==> src/rtl/serial_packet_rx.sv <==
// serial_packet_rx: frames UART bytes as sync/length/payload/checksum packets and
// holds each verified packet in a buffer until the consumer acknowledges it.
module serial_packet_rx #(
  parameter int BAUDRATE        = 115200,
  parameter int CLOCK_FREQUENCY = 48000000,
  parameter int MAX_PAYLOAD     = 16,
  parameter int TIMEOUT_BYTES   = 4,
  localparam int LW = $clog2(MAX_PAYLOAD + 1),
  localparam int AW = (MAX_PAYLOAD > 1) ? $clog2(MAX_PAYLOAD) : 1
) (
  input  logic          i_Clock,
  input  logic          i_Rst_n,
  input  logic          i_Rx_DV,
  input  logic [7:0]    i_Rx_Byte,
  output logic          o_Pkt_Valid,
  output logic [LW-1:0] o_Pkt_Len,
  input  logic [AW-1:0] i_Rd_Addr,
  output logic [7:0]    o_Rd_Data,
  input  logic          i_Pkt_Ack,
  output logic          o_Err_Pulse,
  output logic [1:0]    o_Err_Code,
  output logic          o_Overrun
);

  localparam int TIMEOUT_CLKS = TIMEOUT_BYTES * 10 * (CLOCK_FREQUENCY / BAUDRATE);
  localparam int TW = (TIMEOUT_CLKS > 1) ? $clog2(TIMEOUT_CLKS) : 1;
  localparam logic [7:0] SYNC = 8'hA5;

  typedef enum logic [2:0] {S_HUNT, S_LEN, S_PAYLOAD, S_CHECK, S_HOLD} state_t;

  state_t        state_q, state_d;
  logic [LW-1:0] len_q, len_d;
  logic [LW-1:0] pkt_len_q, pkt_len_d;
  logic [7:0]    sum_q, sum_d;
  logic [AW-1:0] idx_q, idx_d;
  logic [TW-1:0] tmo_q, tmo_d;
  logic          valid_q, valid_d;
  logic          err_pulse_q, err_pulse_d;
  logic [1:0]    err_code_q, err_code_d;
  logic          ovr_q, ovr_d;
  logic [7:0]    rd_data_q;
  logic [7:0]    rd_word;
  logic          buf_we;
  logic          len_ok, last_byte, tmo_hit, in_frame;

  logic [7:0] buf_mem [MAX_PAYLOAD];

  assign len_ok    = (i_Rx_Byte != 8'd0) && (int'(i_Rx_Byte) <= MAX_PAYLOAD);
  assign last_byte = (LW'(idx_q) == (len_q - LW'(1)));
  assign in_frame  = (state_q == S_LEN) || (state_q == S_PAYLOAD) || (state_q == S_CHECK);
  // A byte strobe in the expiry cycle takes priority over the timeout.
  assign tmo_hit   = in_frame && !i_Rx_DV && (tmo_q == TW'(TIMEOUT_CLKS - 1));

  always_comb begin
    state_d     = state_q;
    len_d       = len_q;
    pkt_len_d   = pkt_len_q;
    sum_d       = sum_q;
    idx_d       = idx_q;
    valid_d     = valid_q;
    err_pulse_d = 1'b0;
    err_code_d  = err_code_q;
    ovr_d       = 1'b0;
    buf_we      = 1'b0;
    tmo_d       = (i_Rx_DV || !in_frame) ? '0 : tmo_q + TW'(1);
    case (state_q)
      S_HUNT: if (i_Rx_DV && i_Rx_Byte == SYNC) state_d = S_LEN;
      S_LEN: if (i_Rx_DV) begin
        if (len_ok) begin
          len_d   = LW'(i_Rx_Byte);
          sum_d   = i_Rx_Byte;
          idx_d   = '0;
          state_d = S_PAYLOAD;
        end else begin
          err_pulse_d = 1'b1;
          err_code_d  = 2'b10;
          state_d     = S_HUNT;
        end
      end
      S_PAYLOAD: if (i_Rx_DV) begin
        buf_we = 1'b1;
        sum_d  = sum_q + i_Rx_Byte;
        idx_d  = idx_q + AW'(1);
        if (last_byte) state_d = S_CHECK;
      end
      S_CHECK: if (i_Rx_DV) begin
        if (i_Rx_Byte == sum_q) begin
          valid_d   = 1'b1;
          pkt_len_d = len_q;
          state_d   = S_HOLD;
        end else begin
          err_pulse_d = 1'b1;
          err_code_d  = 2'b01;
          state_d     = S_HUNT;
        end
      end
      S_HOLD: begin
        if (i_Rx_DV) ovr_d = 1'b1;
        if (i_Pkt_Ack) begin
          valid_d = 1'b0;
          state_d = S_HUNT;
        end
      end
      default: state_d = S_HUNT;
    endcase
    if (tmo_hit) begin
      err_pulse_d = 1'b1;
      err_code_d  = 2'b11;
      state_d     = S_HUNT;
      tmo_d       = '0;
    end
  end

  // Payload storage is deliberately left out of reset so it maps onto block RAM.
  always_ff @(posedge i_Clock) begin
    if (buf_we) buf_mem[idx_q] <= i_Rx_Byte;
  end

  generate
    if (MAX_PAYLOAD == (1 << AW)) begin : g_full_range
      assign rd_word = buf_mem[i_Rd_Addr];
    end else begin : g_part_range
      assign rd_word = (int'(i_Rd_Addr) < MAX_PAYLOAD) ? buf_mem[i_Rd_Addr] : 8'h00;
    end
  endgenerate

  always_ff @(posedge i_Clock or negedge i_Rst_n) begin
    if (!i_Rst_n) begin
      state_q     <= S_HUNT;
      len_q       <= '0;
      pkt_len_q   <= '0;
      sum_q       <= '0;
      idx_q       <= '0;
      tmo_q       <= '0;
      valid_q     <= 1'b0;
      err_pulse_q <= 1'b0;
      err_code_q  <= 2'b00;
      ovr_q       <= 1'b0;
      rd_data_q   <= 8'h00;
    end else begin
      state_q     <= state_d;
      len_q       <= len_d;
      pkt_len_q   <= pkt_len_d;
      sum_q       <= sum_d;
      idx_q       <= idx_d;
      tmo_q       <= tmo_d;
      valid_q     <= valid_d;
      err_pulse_q <= err_pulse_d;
      err_code_q  <= err_code_d;
      ovr_q       <= ovr_d;
      rd_data_q   <= rd_word;
    end
  end

  assign o_Pkt_Valid = valid_q;
  assign o_Pkt_Len   = pkt_len_q;
  assign o_Rd_Data   = rd_data_q;
  assign o_Err_Pulse = err_pulse_q;
  assign o_Err_Code  = err_code_q;
  assign o_Overrun   = ovr_q;

endmodule

==> config.mk <==
export PLATFORM = sky130hd
export DESIGN_NAME = serial_packet_rx
export DESIGN_NICKNAME = d
export VERILOG_FILES = /design/src/rtl/serial_packet_rx.sv
export SDC_FILE = /design/constraint.sdc
export NUM_CORES = 1
export LEC_CHECK = 0
export ABC_AREA = 0
export BUFFER_PORTS_ARGS = -buffer_cell sky130_fd_sc_hd__buf_2
export CAP_MARGIN = 10
export CORE_MARGIN = 1.5
export CORE_UTILIZATION = 55
export CTS_BUF_LIST = sky130_fd_sc_hd__clkbuf_2 sky130_fd_sc_hd__clkbuf_4 sky130_fd_sc_hd__clkbuf_8
export DETAILED_ROUTE_END_ITERATION = 7
export PLACE_DENSITY = 0.78
export SLEW_MARGIN = 20
export SYNTH_ARGS = -nofsm -noshare
export SYNTH_HDL_FRONTEND = slang
export SYNTH_SLANG_ARGS = --single-unit
export TNS_END_PERCENT = 30
==> constraint.sdc <==
create_clock -name i_Clock -period 4.96 [get_ports i_Clock]
set_clock_uncertainty 0.2 [all_clocks]
set_input_delay 1.24 -clock i_Clock [delete_from_list [all_inputs] [get_ports i_Clock]]
set_output_delay 1.24 -clock i_Clock [all_outputs]
set_load 0.01 [all_outputs]
==> impl_metrics.tcl, run 1 <==
set metrics [dict create \
    cts_tree "done" \
    clock_latency_ps 460 \
    vias 4181 \
    cp-end-kind "register" \
    status "complete, no violations" \
    hold_start "o_Pkt_Len[2]$_DFFE_PN0P_" \
    final_nets 540 \
    viasPerCell 5.999 \
    diodes 0 \
    worstSetupPathType "input port to register" \
    final_cells 697 \
    p_leak_uw 0.003055 \
    ant_nets 0 \
    period_share_pct 62.50 \
    cts_buffer_depth 2 \
    antenna_found_initial 0 \
    rsz0062_at_grt "no" \
    floorplan.initialDensity_pct 57.11 \
    area_delta_synth_final_pct 9.647 \
    wirelength_um 15120 \
    p_per_area_nw_per_um2 428.4 \
    layout-drive-gt1-share_pct 23.42 \
    grt_pass1_wl_um 23920 \
    yosysTopAreaCellShare_pct 50.23 \
    r2r_start "state_q[2]$_DFFE_PN0P_" \
    cts_resized 0 \
    drv_cap 0 \
    cts-hold-fix-buffers 0 \
    grt_util_met2_pct 37.82 \
    cts_max_level 4 \
    hp-class "register to register" \
    reg2reg_depth 6 \
    yosys_warnings 0 \
    yosys.area.top_type "edfxtp_1" \
    grt_max_degree 34 \
    timing.rr.end "buf_mem[3][2]$_DFFE_PP_" \
    drtIter0Drc 370 \
    die_h_um 121.0 \
    numCtsBuffers 17 \
    reg2reg_slack_ps 2030 \
    core_um2 13400 \
    synthTopCellsByArea "edfxtp_1 (50%), dfrtp_1 (17%), mux4_2 (12%), ha_1 (2.1%), xnor2_1 (1.6%)" \
    syn_nets 499 \
    cts.sinks 181 \
    final-setup-viol-count 0 \
    wl_per_cell_um 21.69 \
    relSlewSlack_pct 24.51 \
    first_global_vias 4319 \
    num_rows 42 \
    clkTransAtPathRegs_ps 90 \
    startpoint_type "input port" \
    io_buffers 33 \
    yosysSeqAreaShare_pct 67.56 \
    dr.pass1.iters 7 \
    met3_usage_pct 6.344 \
    synth_area_um2 7652 \
    post_cts_buffers 0 \
    irDropWorstVdd_v 0.0003700 \
    hold_path_end "o_Pkt_Len[2]$_DFFE_PN0P_" \
    hpwl_um 9721 \
    grt_use_met1_pct 28.95 \
    synth_edf_count 128 \
    die-area_um2 14630 \
    required_ps 5100 \
    ys_types 54 \
    synth_seq_cells 181 \
    gr-total-overflow 0 \
    postLayoutCoreUtil_pct 62.61 \
    place_congestion 0.7845 \
    min_delay_path_depth 2 \
    cp_max_fo 22 \
    chipWidth_um 121.0 \
    place_inst 667 \
    ios 34 \
    hold_viol_final 0 \
    grt.total_usage_pct 22.78 \
    yosys_most_used_dff "edfxtp_1" \
    drv_slew 0 \
    syn_area_per_cell_um2 16.32 \
    fillers 935 \
    design_power_total_uw 3594 \
    clockRootBuffer "clkbuf_8" \
    async_reset_ff_share_pct 29.28 \
    drc_errors 0 \
    critPathArrivalTime_ps 3240 \
    tightest_slew_ps 1128 \
    period_needed_ps 3100 \
    setup-tns-final_ps 0 \
    max_freq_ghz 0.3226 \
    netlist_instances 469 \
    grt.busiest_layer "met2" \
]
## report_power, final
group / switching (uW) / total [uW] / internal [uW]
Sequential: 114 / 1870 / 1750
Clock: 509 / 1020 / 508
Combinational: 404 / 711 / 307
Total: 1030 / 3590 / 2570
## placed cells by master, fill, tap and decap left out, drive strengths merged, types with 8 or more instances in the layout
cell | netlist | layout
a21oi | 8 | 8
and2 | 9 | 9
and3 | 14 | 14
buf | 9 | 38
clkbuf | 7 | 19
dfrtp | 53 | 53
edfxtp | 128 | 128
ha | 13 | 13
inv | 15 | 17
mux4 | 40 | 40
nand2 | 27 | 27
nor2 | 32 | 32
nor3 | 9 | 9
nor4 | 8 | 8
o21ai | 22 | 22
xnor2 | 14 | 14
xor2 | 8 | 8
## layout make-up
cell class,instances,area (um^2),share of cell area [%]
clock buffer,19,249.0,2.967
inverter,15,56.30,0.6710
clock inverter,11,153.9,1.834
multi-input combinational,257,2338,27.87
sequential,181,5170,61.62
timing repair buffer,38,202.7,2.416
tap,176,220.2,2.625
## flip-flops by register name, summed over array words and instances, names as in the netlist
signal,flops
o_Overrun,1
len_q,5
o_Rd_Data,8
state_q,3
buf_mem,128
o_Err_Pulse,1
sum_q,8
o_Err_Code,2
o_Pkt_Len,5
idx_q,4
tmo_q,15
o_Pkt_Valid,1
## cell families after synthesis
logic type	count (synthesis)	synth area share [%]
simple gates	127	8.715
compound gates	44	3.761
xor+xnor	22	2.518
flops	181	67.56
fa+ha+maj	14	2.387
mux	50	13.18
buf+inv	31	1.880
## worst max-delay path by stage
stage | cells after the start | slack [ps] | startpoint | end
final | 4 | 1860 | i_Rd_Addr[0] | o_Rd_Data[0]$_DFF_PN0_
after CTS | 4 | 1830 | i_Rd_Addr[0] | o_Rd_Data[0]$_DFF_PN0_
after global placement | 4 | 1380 | i_Rd_Addr[0] | o_Rd_Data[2]$_DFF_PN0_
after detailed placement | 4 | 1330 | i_Rd_Addr[0] | o_Rd_Data[0]$_DFF_PN0_
after floorplan | 9 | 1980 | i_Rx_Byte[0] | sum_q[6]$_DFFE_PN0P_
after global routing | 10 | 1720 | i_Rx_Byte[0] | sum_q[6]$_DFFE_PN0P_
## per-stage QoR
step / instance area [um^2] / hold WS, ps / setup WS, ps
6_report: 8391 / 288.4 / 1860
5_1_grt: 8391 / 325.3 / 1717
4_1_cts: 8391 / 294.8 / 1831
3_5_place_dp: 7988 / 274.7 / 1328
3_3_place_gp: 7988 / 272.0 / 1384
2_1_floorplan: 7652 / 253.3 / 1976
## worst max-delay path, stage by stage
cell and delay (ps):
buf_2 590, buf_4 380, mux4_2 530, mux4_2 480
## metal layers
metal  part of all wire, %  routed length, um  vias up
li1                      -                  -     1875
met1                    40               6034     2138
met2                    51               7736      142
met3                   6.8               1024       26
met4                   2.1                321        0
met5                     0                  0        -
## synthesized netlist by cell type (2+ instances only)
master	instances
nor4_1	8
buf_2	5
and3_1	11
nand3b_1	3
and3_4	2
nand3_1	7
nor3_1	9
a211oi_1	3
mux2_2	6
nand2_1	27
nor2_1	32
and4_1	2
mux2i_1	4
ha_1	13
nor2b_1	3
xnor2_1	14
or3_1	2
a21oi_1	8
edfxtp_1	128
xor2_1	8
mux4_2	40
o21ai_0	20
clkbuf_1	6
buf_1	2
inv_1	15
nand4_1	2
nor3b_1	2
dfrtp_1	53
and2_1	9
No activity file was read; power rests on OpenSTA's default activity.
==> inputs of run 2 (changes only) <==
--- a/config.mk
+++ b/config.mk
@@ -12,7 +12,7 @@
 export CORE_UTILIZATION = 55
 export CTS_BUF_LIST = sky130_fd_sc_hd__clkbuf_2 sky130_fd_sc_hd__clkbuf_4 sky130_fd_sc_hd__clkbuf_8
 export DETAILED_ROUTE_END_ITERATION = 7
-export PLACE_DENSITY = 0.78
+export PLACE_DENSITY = 0.81
 export SLEW_MARGIN = 20
 export SYNTH_ARGS = -nofsm -noshare
 export SYNTH_HDL_FRONTEND = slang
==> constraint.sdc (replaced) <==
create_clock -name i_Clock -period 2.59 [get_ports i_Clock]
set_clock_uncertainty 0.2 [all_clocks]
set_input_delay 0.6475 -clock i_Clock [delete_from_list [all_inputs] [get_ports i_Clock]]
set_output_delay 0.6475 -clock i_Clock [all_outputs]
set_load 0.01 [all_outputs]
==> run 2 against run 1 <==
Sequential share of layout area decreased by 2.0 points. Routed wire length is 2.0% higher. First-iteration DRC count grew 26%. Via count is 4.5% higher. Die area unchanged. Final cell count grew 5.9%.
==> impl_metrics.tcl, run 2 (synthesis gave the netlist of run 1 again) <==
set metrics [dict create \
    status "complete, no violations" \
    cpMostUsedCell "buf_4" \
    regMostFlops "buf_mem" \
    cts-hold-fix-buffers 0 \
    grt_pass1_wl_um 24740 \
    max_stage_delay_ps 490 \
    final_nets 579 \
    largest_reg_flops 128 \
    reg_top3 "buf_mem: 128 flops, tmo_q: 15 flops" \
    grt_max_degree 54 \
    hpwl_um 10320 \
    clock_latency_ps 460 \
    dr.pass1.iters 5 \
    cp-end-kind "register" \
    critPathArrivalTime_ps 2310 \
    antenna_found_initial 0 \
    cts_tree "done" \
    reg2reg_slack_ps 250 \
    layout_commonest_cell "edfxtp_1" \
    r2r_start "state_q[2]$_DFFE_PN0P_" \
    p_leak_uw 0.003249 \
    first_global_vias 4687 \
    floorplan.initialDensity_pct 57.11 \
    chipWidth_um 121.0 \
    tightest_slew_ps 729.3 \
    final-setup-viol-count 0 \
    viasPerCell 5.921 \
    cts.sinks 181 \
    ios 34 \
    core_um2 13400 \
    cts_resized 0 \
    hp-class "input port to async pin" \
    cts_buffer_depth 2 \
    grt.total_usage_pct 23.04 \
    num_rows 42 \
    postLayoutCoreUtil_pct 64.71 \
    area_delta_synth_final_pct 13.31 \
    place_inst 706 \
    layout-drive-gt1-share_pct 29.00 \
    irDropWorstVdd_v 0.0004793 \
    slowest_stage "dfrtp_1" \
    period_needed_ps 2345 \
    cts_max_level 4 \
    post_cts_buffers 0 \
    clkTransAtPathRegs_ps 90 \
    vias 4370 \
    place_congestion 0.8744 \
    required_ps 2560 \
    top_layer "met4" \
    diodes 0 \
    clockRootBuffer "clkbuf_8" \
    wirelength_um 15410 \
    p_per_area_nw_per_um2 789.4 \
    worstSetupPathType "register to register" \
    drv_slew 0 \
    drv_cap 0 \
    startpoint_type "register" \
    die-area_um2 14630 \
    final_cell_mix "edfxtp_1 (128), dfrtp_1 (53), buf_4 (42)" \
    drc_errors 0 \
    crit_chain "nor2_1, and2_1, nand2_1, buf_4, nor4_1, buf_4" \
    final_cells 738 \
    die_h_um 121.0 \
    drtIter0Drc 465 \
    period_share_pct 90.54 \
    wl_met3_um 849 \
    io_buffers 33 \
    max_freq_ghz 0.4265 \
    wl_met2_um 7885 \
    wl_met1_um 6409 \
    numCtsBuffers 17 \
    reg2reg_depth 6 \
    rsz0062_at_grt "no" \
    cp_max_fo 10 \
    hold_viol_final 0 \
    ant_nets 0 \
    gr-total-overflow 0 \
    timing.rr.end "buf_mem[1][4]$_DFFE_PP_" \
    wl_per_cell_um 20.88 \
    relSlewSlack_pct 51.38 \
]
==> run 2: worst max-delay path, delay by kind of cell, from the launching register on <==
family        cells  cell delay [ps]
simple gates      4              910
flops             1              490
buf+inv           2              450
==> run 2: worst max path at each step <==
stage	from	endpoint	cells after the start
6_report	state_q[2]$_DFFE_PN0P_	buf_mem[1][4]$_DFFE_PP_	6
3_3_place_gp	i_Rx_Byte[2]	o_Err_Code[0]$_DFFE_PN0P_	9
4_1_cts	state_q[2]$_DFFE_PN0P_	buf_mem[1][7]$_DFFE_PP_	6
3_5_place_dp	i_Rx_Byte[2]	o_Err_Code[0]$_DFFE_PN0P_	9
5_1_grt	state_q[2]$_DFFE_PN0P_	buf_mem[3][7]$_DFFE_PP_	7
2_1_floorplan	state_q[2]$_DFFE_PN0P_	buf_mem[1][0]$_DFFE_PP_	5
==> run 2: where the power goes <==
group | internal [uW] | switching, uW | leakage [uW]
registers | 3350 | 222 | 0.00184
logic | 665 | 818 | 0.00123
clock network | 766 | 1020 | 0.000187
total | 4780 | 2060 | 0.00325
==> run 2: through the flow <==
stage | setup WS (ps) | power (uW) | hold slack, ps | TNS, ps | cell area, um^2
after floorplan | 111.2 | 4608 | 151.9 | 0 | 7652
after global placement | -72.32 | 5022 | 263.7 | -75.96 | 8305
after detailed placement | -107.2 | 5113 | 283.9 | -559.9 | 8305
after CTS | 253.7 | 6857 | 122.2 | 0 | 8671
after global routing | 79.18 | 7171 | 161.8 | 0 | 8671
final | 245.1 | 6845 | 114.6 | 0 | 8671
==> run 2: final cells by class <==
type / count / area (um^2)
sequential: 181 / 5170
fill: 945 / 4730
multi-input combinational: 257 / 2338
timing repair buffer: 77 / 520.5
clock buffer: 17 / 234.0
tap: 176 / 220.2
clock inverter: 15 / 131.4
inverter: 15 / 56.30
==> run 2: metal layers <==
layer / track usage [%] / vias up
met5: 0 / -
met3: 4.276 / 22
met1: 30.51 / 2240
met4: 7.941 / 0
li1: - / 1961
met2: 38.78 / 147
